## src/rtl/sine_analyzer.sv

```systemverilog
// -----------------------------------------------------------------------------
// sine_analyzer
//
// Receive-side waveform analyzer for a strobed stream of 8-bit unsigned
// samples. Rising midscale crossings are detected with hysteresis; the number
// of samples between two accepted crossings is the period. The minimum and
// maximum sample seen within that window are reported with the period.
//
// Ports
//   clk         clock
//   reset       synchronous, active-high; overrides everything else
//   clk_en      sample strobe; sample_in is consumed only when high
//   sample_in   unsigned 8-bit sample
//   period_out  samples between the last two accepted rising crossings
//   min_out     minimum sample of the last measured period
//   max_out     maximum sample of the last measured period
//   amp_out     max_out - min_out
//   meas_valid  one-clock pulse when a new measurement is latched
//   locked      two consecutive periods agree within +/-1
//   timeout     sticky no-signal flag, cleared by the next measurement
// -----------------------------------------------------------------------------
module sine_analyzer #(
  parameter logic [7:0]  MIDSCALE   = 8'h80,
  parameter int unsigned HYST       = 8,
  parameter int unsigned PERIOD_W   = 16,
  parameter int unsigned MIN_PERIOD = 4
) (
  input  logic                clk,
  input  logic                reset,
  input  logic                clk_en,
  input  logic [7:0]          sample_in,
  output logic [PERIOD_W-1:0] period_out,
  output logic [7:0]          min_out,
  output logic [7:0]          max_out,
  output logic [7:0]          amp_out,
  output logic                meas_valid,
  output logic                locked,
  output logic                timeout
);

  // Thresholds are formed at 9 bits so MIDSCALE +/- HYST can be clamped
  // instead of wrapping around the 8-bit range.
  localparam logic [8:0] HI_SUM = {1'b0, MIDSCALE} + 9'(HYST);
  localparam logic [8:0] LO_DIF = {1'b0, MIDSCALE} - 9'(HYST);
  localparam logic [7:0] HI_TH  = HI_SUM[8] ? 8'hFF : HI_SUM[7:0];
  localparam logic [7:0] LO_TH  = LO_DIF[8] ? 8'h00 : LO_DIF[7:0];

  localparam logic [PERIOD_W-1:0] CNT_MAX = '1;
  localparam logic [PERIOD_W-1:0] CNT_ONE = PERIOD_W'(1);
  localparam logic [PERIOD_W-1:0] MIN_CNT = PERIOD_W'(MIN_PERIOD);
  localparam logic [PERIOD_W:0]   EXT_ONE = (PERIOD_W + 1)'(1);

  typedef enum logic [1:0] {
    ACQ_LOW,
    ARMED,
    MEAS
  } state_t;

  state_t              state_q;
  logic [PERIOD_W-1:0] cnt_q;
  logic                h_q;
  logic [7:0]          min_run_q;
  logic [7:0]          max_run_q;
  logic [PERIOD_W-1:0] period_q;
  logic [7:0]          min_q;
  logic [7:0]          max_q;
  logic [7:0]          amp_q;
  logic                valid_q;
  logic                locked_q;
  logic                timeout_q;
  logic                have_meas_q;  // a measurement exists since ACQ_LOW

  logic                is_low;
  logic                is_high;
  logic                rise_evt;
  logic                accept;
  logic                counting;
  logic                tmo_hit;
  logic                near_prev;
  logic [PERIOD_W-1:0] cnt_inc;
  logic [PERIOD_W:0]   cnt_ext;
  logic [PERIOD_W:0]   per_ext;

  assign is_low   = (sample_in <= LO_TH);
  assign is_high  = (sample_in >= HI_TH);
  assign rise_evt = (state_q == MEAS) && !h_q && is_high;
  assign accept   = rise_evt && (cnt_q >= MIN_CNT);

  // The counter restarts at 1 on arming and on accepted edges; on every other
  // consumed sample it advances, and reaching all-ones is the no-signal case.
  assign counting = !((state_q == ARMED) && is_high) && !accept;
  assign cnt_inc  = (cnt_q == CNT_MAX) ? CNT_MAX : cnt_q + CNT_ONE;
  assign tmo_hit  = counting && (cnt_inc == CNT_MAX);

  // One extra bit so period_q + 1 cannot wrap when period_q is all-ones.
  assign cnt_ext   = {1'b0, cnt_q};
  assign per_ext   = {1'b0, period_q};
  assign near_prev = (cnt_ext <= per_ext + EXT_ONE) && (per_ext <= cnt_ext + EXT_ONE);

  // NOTE: non-blocking assignments throughout, so every branch below reads
  // the pre-edge value of every register regardless of statement order.
  always_ff @(posedge clk) begin
    if (reset) begin
      state_q     <= ACQ_LOW;
      cnt_q       <= '0;
      h_q         <= 1'b0;
      min_run_q   <= 8'hFF;
      max_run_q   <= 8'h00;
      period_q    <= '0;
      min_q       <= 8'h00;
      max_q       <= 8'h00;
      amp_q       <= 8'h00;
      valid_q     <= 1'b0;
      locked_q    <= 1'b0;
      timeout_q   <= 1'b0;
      have_meas_q <= 1'b0;
    end else begin
      // The pulse always falls after one clk, even without a new strobe.
      valid_q <= 1'b0;
      if (clk_en) begin
        if (tmo_hit) begin
          // Measurement outputs keep their last values through a timeout.
          state_q     <= ACQ_LOW;
          cnt_q       <= '0;
          h_q         <= 1'b0;
          timeout_q   <= 1'b1;
          locked_q    <= 1'b0;
          have_meas_q <= 1'b0;
        end else begin
          unique case (state_q)
            ACQ_LOW: begin
              cnt_q <= cnt_inc;
              if (is_low) state_q <= ARMED;
            end
            ARMED: begin
              if (is_high) begin
                // First crossing only opens a window; nothing is reported.
                state_q   <= MEAS;
                cnt_q     <= CNT_ONE;
                h_q       <= 1'b1;
                min_run_q <= sample_in;
                max_run_q <= sample_in;
              end else begin
                cnt_q <= cnt_inc;
              end
            end
            MEAS: begin
              if (accept) begin
                period_q    <= cnt_q;
                min_q       <= min_run_q;
                max_q       <= max_run_q;
                amp_q       <= max_run_q - min_run_q;
                valid_q     <= 1'b1;
                timeout_q   <= 1'b0;
                locked_q    <= have_meas_q && near_prev;
                have_meas_q <= 1'b1;
                // The edge sample belongs to the window it opens.
                cnt_q       <= CNT_ONE;
                h_q         <= 1'b1;
                min_run_q   <= sample_in;
                max_run_q   <= sample_in;
              end else begin
                // Ordinary samples and too-early (glitch) edges land here.
                cnt_q     <= cnt_inc;
                min_run_q <= (sample_in < min_run_q) ? sample_in : min_run_q;
                max_run_q <= (sample_in > max_run_q) ? sample_in : max_run_q;
                if (rise_evt)    h_q <= 1'b1;
                else if (is_low) h_q <= 1'b0;
              end
            end
            default: state_q <= ACQ_LOW;
          endcase
        end
      end
    end
  end

  assign period_out = period_q;
  assign min_out    = min_q;
  assign max_out    = max_q;
  assign amp_out    = amp_q;
  assign meas_valid = valid_q;
  assign locked     = locked_q;
  assign timeout    = timeout_q;

endmodule
```

## config.mk

```make
export PLATFORM = sky130hd
export DESIGN_NAME = sine_analyzer
export DESIGN_NICKNAME = d
export VERILOG_FILES = /design/src/rtl/sine_analyzer.sv
export SDC_FILE = /design/constraint.sdc
export NUM_CORES = 1
export LEC_CHECK = 0
export ABC_CLOCK_PERIOD_IN_PS = 5700
export BUFFER_PORTS_ARGS = -buffer_cell sky130_fd_sc_hd__buf_2
export CORE_UTILIZATION = 25
export CTS_CLUSTER_DIAMETER = 80
export DETAILED_ROUTE_END_ITERATION = 6
export PLACE_DENSITY = 0.41
export SYNTH_ARGS = -nofsm -noshare
export SYNTH_HDL_FRONTEND = slang
export SYNTH_SLANG_ARGS = --single-unit
```

## constraint.sdc

```tcl
create_clock -name clk -period 5.7 [get_ports clk]
set_input_delay 0.855 -clock clk [delete_from_list [all_inputs] [get_ports clk]]
set_output_delay 0.855 -clock clk [all_outputs]
set_load 0.01 [all_outputs]
```

==> results.md <==
- Simple-gate share of the synthesized area: between 20 and 25%
- I/O pins: 54
- Area Growth Syn to Fin: 14.3%
- First-iteration detailed-routing DRC count: 254
- Initial antenna violation count: 0
- RSZ-0062 raised after global routing: false
- Crit-path slowest cell: nor2_1
- Fin cells: ~980
- Slew @ Worst Pin: roughly 1.0 ns
- Power Density: 221 nW/um^2
- Count of standard-cell rows: 53
- Number of inserted diodes: 0
- Worst-path clk slew: 0.07 ns
- F_max: 271 MHz
- Hold_buf cts: 0
- Die Width: 148 um
- Critical path class: flip-flop to flip-flop
- Fin crit share: 64.7%
- Synth Instances: 668
- Initial Util: 25.4%
- Synth Register Bits: 79
- Antenna viol nets, final: 0
- Clock Path Buffers: 2
- Reg2Reg Depth: 13
- Vias: 5019
- Area fraction in compound gates after synthesis: between 10% and 20%
- Final worst slack: 2.01 ns
- Crit path launch type: flip-flop
- Largest net degree at the start of global routing: 59
- Final core occ: 29.0%
- Status: finished, final reports clean
- Die H: 148 um
- Post-synth EDFFs: 0
- Post-synthesis xor/xnor area fraction: 4.94%
- HP Start: max_out[4]
- Vias in the first global route: 4909
- Routability cong.: between 0.8 and 0.9
- Minimum clock period: between 3 and 4 ns
- Core region area: 21000 um^2
- Total Wirelength: 16.9 mm
- Max Cap Viol: 0
- Hold path cells: 2
- Worst vdd ir: 0.000171 V
- Critical Path RT: 5.97 ns
- Worst Path Max Fanout: 9
- Ys async rst share: 0%
- Skew final: 0.0123 ns
- Share of layout cells above drive strength 1: 12.4%
- Hold Path Sink: max_out[4]
- Setup Buffers After CTS: 0
- Leak pwr: ~2.5 nW
- Multiplexer share of the synthesized area: 1.51%
- DR DRC count: 0
- Max-slew violation count: 0
- Clock latency on the worst-skew pair: 0.36 ns
- Yosys cell types: 67
- Dpl cells: 966
- Fill cells: ~2300
- Final setup violating endpoints: 0
- Total congestion overflow: 0
- Worst r2r src: cnt_q[0]
- Hold Path Class: flip-flop to flip-flop
- Crit path arrival time: just under 4 ns
- Yosys Warn Count: 0
- Final Hold Vio Count: 0
- Full die area: between 20000 and 25000 um^2
- Main combinational cell family by area after synthesis: simple AND/OR/NAND/NOR gates
- Drt wl/cell: 17.2 um
- Critical path capture point type: flip-flop
- Main synth FF type: dfxtp_1
- Mapped Area: 5320 um^2
- Commonest non-fill, non-tap cell in the layout: nand2_1
- Register area share after synthesis: 29.7%
- CTS sink count: 79
- Worst-case headroom to the max-slew limit: 30.5%
- Post-Synth Adder-Cell Area: 14.5%
- Clock H-tree levels: 3
- Layout Nets: 774
- DR vias/cell: slightly above 5
- Port Buffer Count: 53
- Critical path's largest stage delay: 0.53 ns
- DR pass1 iterations: 5
- First-pass GRT wire length: about 27 mm
- Critical Path, Cell by Cell: ha_1, nand3_1, nor2_1, nand3_1, xor2_1, ha_1, a21o_1, a21o_1, nor2_1, o311ai_0, o211ai_1, a221oi_1, nor3_1
- Most frequent cells in the layout: 101 x nand2_1, 79 x dfxtp_1, 60 x ha_1, 59 x a21oi_1
- CTS Buf Count: 9
- Post-Route Setup TNS: 0 ns
- R2R Path End: locked
- Tot GR Track Use: between 10% and 20%
- Syn avg cell area: ~8 um^2
- CTS tree: done
- R2r setup slk: 2.01 ns
- Mapped Nets: 740
- CTS resizes: 0
- Hpwl dp: around 13 mm
- Root Buffer: clkbuf_16
- Dpl ws: 1.95 ns
==> routing by layer <==
metal / part of all wire (%) / vias to the layer above / track usage (%) / routed length (um)
met2: 47 / 116 / 27.0 / 7970
met1: 47 / 2412 / 20.9 / 7890
met3: 3.9 / 23 / 2.87 / 662
met4: 2.1 / 0 / 6.39 / 350
li1: - / 2468 / - / -
met5: 0 / - / 0 / 0
==> logic make-up after synthesis <==
kind of cell               after synthesis
xor gates and xnor gates                30
DFF                                     79
buffers and inverters                   69
and+or+nand+nor                        266
AOI/OAI and AO/OA                      155
adders and majority gates               61
muxes                                    8
==> cell type report <==
type | count | area, um^2 | share of cell area (%)
flip-flops and latches | 79 | 1580 | 26.0
inverters | 36 | 135 | 2.22
well taps | 275 | 344 | 5.66
clock buffers | 9 | 225 | 3.70
clock inverters | 7 | 62.6 | 1.03
multi-input cells | 520 | 3450 | 56.7
repair buffers | 56 | 288 | 4.73
==> critical path: cells and delay by family (launching register included) <==
| family | cells | cell delay (ns) |
|---|---|---|
| flip-flops | 1 | 0.50 |
| adder cells (fa/ha/maj) | 2 | 0.60 |
| AND/OR/NAND/NOR | 5 | 1.34 |
| XOR/XNOR | 1 | 0.19 |
| AO/OA/AOI/OAI | 5 | 0.98 |
==> worst max path at each step <==
stage          endpoint         start  cells past startpoint
4_1_cts          locked      cnt_q[0]                     13
3_5_place_dp   cnt_q[3]  sample_in[3]                      8
5_1_grt          locked      cnt_q[0]                     11
2_1_floorplan    locked      cnt_q[1]                     13
6_report         locked      cnt_q[0]                     13
3_3_place_gp   cnt_q[3]  sample_in[3]                      8
==> power by group <==
group / total (mW) / internal [mW] / switching, mW
Sequential: 0.580 / 0.563 / 0.0164
Clock: 0.580 / 0.306 / 0.275
Combinational: 0.183 / 0.0666 / 0.116
Total: 1.34 / 0.935 / 0.408
==> registers in the layout (all words and copies together), names as in the netlist, 2 cells and up <==
register and flops:
min_run_q 8, cnt_q 16, max_out 8, max_run_q 8
amp_out 8, period_out 16, min_out 8, state_q 2
==> metrics by stage <==
stage	instance area [um^2]	hold slack, ns	total power [mW]
after floorplan	5320	0.445	0.722
after global placement	5800	0.441	0.774
after detailed placement	5800	0.445	0.776
after CTS	6080	0.455	1.36
after global routing	6080	0.482	1.41
final	6080	0.452	1.34
==> synth_stat cells (2+ instances only) <==
| cell | number | area (um^2) |
|---|---|---|
| o22ai_1 | 2 | 12.5 |
| ha_1 | 60 | 751 |
| nand3_1 | 24 | 120 |
| o311ai_0 | 2 | 17.5 |
| buf_4 | 3 | 22.5 |
| a22o_1 | 10 | 87.6 |
| nor2_1 | 54 | 203 |
| inv_1 | 35 | 131 |
| buf_6 | 2 | 22.5 |
| xor2_1 | 15 | 131 |
| nor3_1 | 18 | 90.1 |
| nand2_1 | 101 | 379 |
| nor2b_1 | 9 | 56.3 |
| o21a_1 | 6 | 45.0 |
| mux2i_1 | 8 | 80.1 |
| buf_2 | 6 | 30.0 |
| a21oi_1 | 59 | 295 |
| and3_1 | 10 | 62.6 |
| xnor2_1 | 15 | 131 |
| a31oi_1 | 2 | 12.5 |
| nor3b_1 | 2 | 15.0 |
| clkbuf_1 | 20 | 75.1 |
| o211ai_1 | 2 | 15.0 |
| dfxtp_1 | 79 | 1580 |
| o31ai_1 | 13 | 97.6 |
| a21o_1 | 11 | 82.6 |
| a211oi_1 | 4 | 30.0 |
| a22oi_1 | 2 | 15.0 |
| nand4_1 | 15 | 93.8 |
| nor4_1 | 10 | 62.6 |
| and4_1 | 3 | 26.3 |
| or4_1 | 8 | 60.1 |
| o21ai_0 | 22 | 110 |
| a2111o_1 | 2 | 22.5 |
| a221o_1 | 2 | 20.0 |
Power figures use the tool's default switching activity.
